===== config.mk =====
export PLATFORM = sky130hd
export DESIGN_NAME = dg0045_cycle_sequencer
export DESIGN_NICKNAME = d
export VERILOG_FILES = /design/src/rtl/dg0045_cycle_sequencer.sv
export SDC_FILE = /design/constraint.sdc
export NUM_CORES = 1
export LEC_CHECK = 0
export CAP_MARGIN = 40
export CORE_MARGIN = 2
export CORE_UTILIZATION = 45
export DETAILED_ROUTE_END_ITERATION = 12
export HOLD_SLACK_MARGIN = 0.15
export PLACE_DENSITY_LB_ADDON = 0.3
export SYNTH_ARGS = -nofsm -noshare
export SYNTH_HDL_FRONTEND = slang
export SYNTH_SLANG_ARGS = --single-unit

===== constraint.sdc =====
create_clock -name clk_in -period 2.4 [get_ports clk_in]
set_input_delay 0.48 -clock clk_in [delete_from_list [all_inputs] [get_ports clk_in]]
set_output_delay 0.48 -clock clk_in [all_outputs]
set_load 0.03 [all_outputs]

===== src/rtl/dg0045_cycle_sequencer.sv =====
// dg0045_cycle_sequencer
// Machine-cycle sequencer for the DG0045 4-bit core. It splits clk_in into
// 8-clock machine cycles and decodes the F1/F2 phase strobes, the ROM
// address-mux select and the fetch strobe. Run/halt/single-step control and
// a PC breakpoint let the core stop only on machine-cycle boundaries.
module dg0045_cycle_sequencer #(
  parameter bit HALT_AT_RESET = 1'b0,
  parameter int CNT_W         = 16
) (
  input  logic             clk_in,
  input  logic             RESET,
  input  logic             ena,
  input  logic             run_req,
  input  logic             halt_req,
  input  logic             step_req,
  input  logic             bkpt_en,
  input  logic [9:0]       bkpt_addr,
  input  logic [9:0]       pc,
  output logic [2:0]       phase,
  output logic             F1,
  output logic             F2,
  output logic             rom_mux,
  output logic             fetch_strobe,
  output logic             halted,
  output logic             bkpt_hit,
  output logic [CNT_W-1:0] cycle_cnt
);

  typedef enum logic [1:0] {
    ST_WARMUP = 2'd0,
    ST_RUN    = 2'd1,
    ST_HALTED = 2'd2,
    ST_STEP   = 2'd3
  } state_t;

  state_t           state_reg, state_next;
  logic [2:0]       phase_reg;
  logic [CNT_W-1:0] cnt_reg;
  logic             bkpt_hit_reg;
  logic             guard_reg;      // masks the breakpoint for one boundary after a resume
  logic             halt_pend_reg;  // halt_req seen earlier in the current RUN cycle

  logic boundary;
  logic bkpt_term;
  logic stop;
  logic leaving_halt;

  // The phase counter only advances outside HALTED, so a boundary is phase 7 there.
  assign boundary     = (state_reg != ST_HALTED) && (phase_reg == 3'd7);
  // pc only matters on the boundary clock (phase 7), when the core holds it stable.
  assign bkpt_term    = bkpt_en && (pc == bkpt_addr) && !guard_reg;
  // A halt request pulsed mid-cycle is remembered so the cycle still finishes first.
  assign stop         = halt_req || halt_pend_reg || bkpt_term;
  assign leaving_halt = (state_reg == ST_HALTED) && (state_next != ST_HALTED);

  // State register: async active-low reset, frozen while ena is low.
  always_ff @(posedge clk_in or negedge RESET) begin
    if (!RESET) begin
      state_reg <= ST_WARMUP;
    end else if (ena) begin
      state_reg <= state_next;
    end
  end

  // Next-state logic: transitions happen only on boundaries, except leaving HALTED.
  always_comb begin
    state_next = state_reg;
    case (state_reg)
      ST_WARMUP: if (boundary) state_next = HALT_AT_RESET ? ST_HALTED : ST_RUN;
      ST_RUN:    if (boundary && stop) state_next = ST_HALTED;
      ST_HALTED: begin
        // halt_req has priority over both resume requests.
        if (!halt_req) begin
          if (run_req)       state_next = ST_RUN;
          else if (step_req) state_next = ST_STEP;
        end
      end
      ST_STEP:   if (boundary) state_next = ST_HALTED;
      default:   state_next = ST_WARMUP;
    endcase
  end

  // Phase counter, cycle counter and the breakpoint/halt bookkeeping flags.
  always_ff @(posedge clk_in or negedge RESET) begin
    if (!RESET) begin
      phase_reg     <= 3'd0;
      cnt_reg       <= '0;
      bkpt_hit_reg  <= 1'b0;
      guard_reg     <= 1'b0;
      halt_pend_reg <= 1'b0;
    end else if (ena) begin
      // Wrapping 7 -> 0 also leaves phase at 0 when entering HALTED.
      if (state_reg == ST_HALTED) phase_reg <= 3'd0;
      else                        phase_reg <= phase_reg + 3'd1;

      if (boundary && (state_reg != ST_WARMUP))
        cnt_reg <= cnt_reg + {{(CNT_W-1){1'b0}}, 1'b1};

      if (state_reg != ST_RUN || boundary) halt_pend_reg <= 1'b0;
      else if (halt_req)                   halt_pend_reg <= 1'b1;

      if (leaving_halt)  guard_reg <= 1'b1;
      else if (boundary) guard_reg <= 1'b0;

      // Sticky hit; only a run resume clears it, a single step leaves it alone.
      if (state_reg == ST_RUN && boundary && bkpt_term)
        bkpt_hit_reg <= 1'b1;
      else if (leaving_halt && state_next == ST_RUN)
        bkpt_hit_reg <= 1'b0;
    end
  end

  // Output decode from registers only, strobes gated off in WARMUP and HALTED.
  always_comb begin
    phase        = phase_reg;
    rom_mux      = phase_reg[2];
    F1           = 1'b0;
    F2           = 1'b0;
    fetch_strobe = 1'b0;
    halted       = (state_reg == ST_HALTED);
    bkpt_hit     = bkpt_hit_reg;
    cycle_cnt    = cnt_reg;
    if (state_reg == ST_RUN || state_reg == ST_STEP) begin
      F1           = (phase_reg[2:1] == 2'b01);
      F2           = (phase_reg[2:1] == 2'b11);
      fetch_strobe = (phase_reg == 3'd3);
    end
  end

endmodule


== Word-level counts from Yosys, hierarchy flattened ==
Index checks and enable logic that the tools add are counted.
Word-level totals
  register bits: 24
  latch bits: 0
  bits in writable memories: 0
  memory bits (read-only): 0
  input port bits: 27
  output and inout port bits: 25
  logic and storage cells: 60
  memories: 0
Operators by class
  add/sub/neg operators: 2
  multipliers: 0
  divide/modulo/power cells: 0
  order comparisons: 0
  equality and inequality tests: 12
  shift operators: 0
  multiplexer cells: 17
  bitwise operators: 0
  reduce and logical (&&, ||, !) cells: 23
Operators with widths (number)
  adder 16 x 1 -> 16 bit, second input constant: 1
  two-way mux 2 bit: 6
  equality test 10 bit: 1
  logical AND 1 bit: 9
  two-way mux 1 bit: 9
  one-hot mux 2 bit (4 select lines): 1
  AND reduction 2 bit: 4
  nonzero test 2 bit: 4
  equality test 2 x 1 -> 1 bit, second input constant: 3
  equality test 2 bit, second input constant: 3
  logical OR 1 bit: 4
  inequality test 2 bit, second input constant: 2
  adder 3 x 1 -> 3 bit, second input constant: 1
  equality test 3 x 2 -> 1 bit, second input constant: 1
  equality test 3 bit, second input constant: 1
  two-way mux 3 bit: 1
  logical NOT 2 bit: 1
  inequality test 2 x 1 -> 1 bit, second input constant: 1
  logical NOT 1 bit: 1

== Logic depth before layout (Yosys ltp) ==
  depth after elaboration: 12
  depth in mapped cells: 6
  depth with buffers taken out: 6

== Worst setup path after synthesis ==
OpenSTA, ideal clock, no wires.
  path type: reg-to-reg
  from: register phase_reg[0], in the netlist phase[0]
  to: register cnt_reg[13], in the netlist cycle_cnt[13]
  library setup time: 0.133 ns
  arrival: 1.759 ns
  required time: 2.267 ns
  setup slack: 0.508 ns
  stages on the path, launching flop included: 7
  path buffers: 0
  period minus slack after synthesis: 1.892 ns
  path through: dfrtp_1 ha_1 ha_1 nand4_4 nor4_4 nand3_1 xnor2_1
On the way
  word-level cells in the longest chain between the ends: 4
Ends and longest elaborated chain
  start, declared: RTL line 37  | logic [2:0] phase_reg;
  start signal, assigned: RTL line 94  | else phase_reg <= phase_reg + 3'd1;
  equality test 3 bit: RTL line 49  | assign boundary = (state_reg != ST_HALTED) && (phase_reg == 3'd7);
  logical AND 1 bit: RTL line 49
  logical AND 1 bit: RTL line 96  | if (boundary && (state_reg != ST_WARMUP))
  AND reduction 2 bit (no source line)
  end signal, assigned: RTL line 97  | cnt_reg <= cnt_reg + {{(CNT_W-1){1'b0}}, 1'b1};
  end, declared: RTL line 38  | logic [CNT_W-1:0] cnt_reg;
No other way between the ends.
A chain may end at the register's enable or synchronous reset.

== Final worst setup path ==
  from: register state_reg[0]
  to: output port halted
On the way
  word-level cells in the longest chain between the ends: 1
Ends and longest elaborated chain
  start, declared: RTL line 36  | state_t state_reg, state_next;
  start signal, assigned: RTL line 61  | state_reg <= state_next;
  equality test 2 bit: RTL line 120  | halted = (state_reg == ST_HALTED);
  end, declared: RTL line 24  | output logic halted,
No other way between the ends.

==> metrics.yaml <==
outcome:
  status: "finished, violations left"
  violations: "DRC"
synthesis:
  synthArstFlopShare_pct: 100
  synth_nets: 161
  syn_inst: 130
  synthXorXnorAreaFrac_pct: 16.2
  syn_area_per_cell_um2: 10.4
  ys_top_cells_by_count: "24 x dfrtp_1, 15 x xor2_1, 12 x nand2_1, 10 x xnor2_1, 9 x nor2_1"
  synth_edf_count: 0
  synth-main-ff-cell: "dfrtp_1"
  synth_top_area_share_pct: 44.5
  synth_compound_area_share_pct: 5.66
  yosysWarnings: 0
  synth_area_leader_cell: "dfrtp_1"
  ys_top_cells_by_area: "dfrtp_1 45%, xor2_1 9.7%, xnor2_1 6.5%, ha_1 3.7%, nand2_1 3.3%"
  syn_area_um2: 1350
  synth-adder-area-share_pct: 3.71
  yosysSeqAreaShare_pct: 44.5
  synth-seq-cells: 24
  synth-simple-area-share_pct: 26.4
  ys_types: 33
  synth.area.mux_share_pct: 0.742
  yosysMostFrequentCell: "dfrtp_1"
  synth_top_family_by_area: "simple AND/OR/NAND/NOR gates"
setup_path:
  crit_required_ns: 1.92
  worstPathCellList: "buf_4 > nor2b_1 > clkdlybuf4s50_1"
  r2r_cells: 6
  rr_endpoint: "cycle_cnt[15]"
  crit_family: "buffers and inverters"
  startpoint: "state_reg[0]"
  critPathLaunchType: "flop"
  crit_arrival_ns: 1.73
  max_stage_delay_ns: 0.69
  critPathSlowestCell: "clkdlybuf4s50_1"
  crit_fanout: 7
  reg2reg_from: "phase[0]"
  crit_type: "reg2out"
  end_kind: "output port"
  critPathCapture: "halted"
  cp.depth: 3
  r2r_slack_ns: 0.58
  cp_num_buf_inv: 2
timing:
  final_max_slew_viol_count: 0
  tightestPinTransition_ns: 0.387
  holdWs_ns: 0.488
  min_period_over_period_pct: 91.9
  slew_headroom_pct: 73.5
  clock_skew_ns: 0.00577
  rsz0062_at_grt: "no"
  tns_ns: 0
  timing.final.crit_period_ns: 2.21
  finalHoldViolCount: 0
  fmax_mhz: 453
  setup_viol: 0
floorplanning:
  core.rowCount: 19
  start_util_pct: 48.1
  core-area_um2: 2810
  dieArea_um2: 3450
  boundaryPins: 52
  die_y_um: 58.7
  die_x_um: 58.7
cts:
  cts_buffer_depth: 2
  numClockSinks: 24
  cts_root_buffer: "clkbuf_4"
  cts_buffers: 3
  htree_levels: 1
  cts_tree: "yes"
  cts.clk_slew.worst_paths_ns: 0.13
  insertion_delay_ns: 0.31
  cts_hold_buf: 0
power:
  vdd_drop_max_mv: 0.412
  p_leak_nw: 0.886
  p_per_area_nw_per_um2: 713
layout:
  drive_gt1_share_pct: 6.99
  final.fill_count: 201
  synthToLayoutAreaGrowth_pct: 44.5
  largest_reg_flops: 16
  fin_cells: 217
  multi_input_area_um2: 712
  fin_area_um2: 1950
  antenna_cells: 0
  seq_area_um2: 601
  final_nets: 218
global_route:
  track_usage_pct: 17.2
  grt_overflow: 0
  grt_max_degree: 25
  antenna_found_initial: 0
  grt_pass1_vias: 1086
  grt_pass1_wl_mm: 4.64
detailed_routing:
  firstDrtPassIters: 8
  vias: 1114
  drtAntennaViolNets: 0
  drtIter0Drc: 28
  wl_per_cell_um: 12.6
  vias_per_cell: 5.13
  drc: 1
  wl_mm: 2.73
placed_design:
  routabilityCongestion: 0.826
  dp_cells: 213
  placedInstanceArea_um2: 1910
  portBuffers: 51
  place.detailed.hpwl_mm: 2.24
job:
  drv_cap: 0
hold_path:
  min_path_cells: 1
  hp-class: "reg2reg"
  min_from: "cycle_cnt[15]"
## through the flow
step / total power, mW / setup WS (ns) / util [%]
after global placement: 1.19 / 0.378 / 68.1
after CTS: 1.41 / 0.0483 / 69.4
final: 1.39 / 0.194 / 69.5
after floorplan: 0.940 / 0.508 / -
after detailed placement: 1.20 / 0.332 / 68.1
after global routing: 1.49 / 0.0996 / 69.5
## worst min path at each step
stage,slack [ns],endpoint
final,0.49,cycle_cnt[15]
after global routing,0.51,cycle_cnt[15]
after CTS,0.49,cycle_cnt[15]
after detailed placement,0.47,cycle_cnt[15]
after global placement,0.47,cycle_cnt[15]
after floorplan,0.18,bkpt_hit
## per-layer routing
| metal | GRT usage, % | share of wire (%) | wire [µm] | vias up |
|---|---|---|---|---|
| met3 | 4.40 | 6.6 | 181 | 2 |
| met2 | 29.5 | 51 | 1390 | 39 |
| met1 | 21.1 | 43 | 1160 | 508 |
| li1 | - | - | - | 565 |
| met4 | 5.19 | 0.15 | 4 | 0 |
| met5 | 0 | 0 | 0 | - |
## layout make-up
cell class              count  area share, %
multi-input cells          98           36.5
flip-flops and latches     24           30.8
well taps                  31           1.99
clock buffers               4           1.86
inverters                   5          0.963
repair buffers             55           27.9
## cell families (layout without fill, tap and decap cells)
kind of cell / Yosys count / in the layout
flip-flops: 24 / 24
buffers and inverters: 8 / 64
multiplexers: 1 / 1
AO/OA/AOI/OAI: 13 / 13
adder cells (fa/ha/maj): 4 / 4
XOR/XNOR: 25 / 25
AND/OR/NAND/NOR: 55 / 55
## repair_timing
item                                   in CTS  in global routing
setup buffers                               0                  0
setup endpoints to repair                   0                  1
endpoints found under the hold margin       0                  0
resized for setup                           0                  1
## layout by cell type (no fill, tap or decap)
| cell type | count |
|---|---|
| or2_1 | 1 |
| dlymetal6s2s_1 | 1 |
| nand4_4 | 2 |
| xor2_1 | 15 |
| or3_1 | 1 |
| ha_1 | 4 |
| xnor2_1 | 10 |
| nor3_1 | 4 |
| buf_4 | 4 |
| and3_1 | 1 |
| nor3_2 | 1 |
| o2bb2ai_1 | 1 |
| nand4bb_1 | 1 |
| clkdlybuf4s50_1 | 50 |
| nor2b_1 | 1 |
| nor4_4 | 2 |
| inv_1 | 5 |
| a2111oi_0 | 1 |
| mux2i_1 | 1 |
| dfrtp_1 | 24 |
| nand2b_1 | 2 |
| nand2_1 | 12 |
| nor3b_1 | 1 |
| nor2_1 | 9 |
| nand4b_1 | 2 |
| nand4_1 | 2 |
| o22ai_1 | 1 |
| and2_1 | 1 |
| a21oi_1 | 4 |
| o21ai_0 | 5 |
| clkbuf_4 | 3 |
| clkbuf_8 | 1 |
| nor4_1 | 4 |
| nor4bb_1 | 1 |
| nand3_1 | 7 |
| o31ai_1 | 1 |
## where the power goes
group          leakage (nW)  internal, mW  total [mW]  switching [mW]
Clock                0.0210        0.0925       0.207           0.114
Sequential            0.318         0.476       0.552          0.0762
Combinational         0.547         0.284       0.632           0.347
No activity file was read; power rests on OpenSTA's default activity.
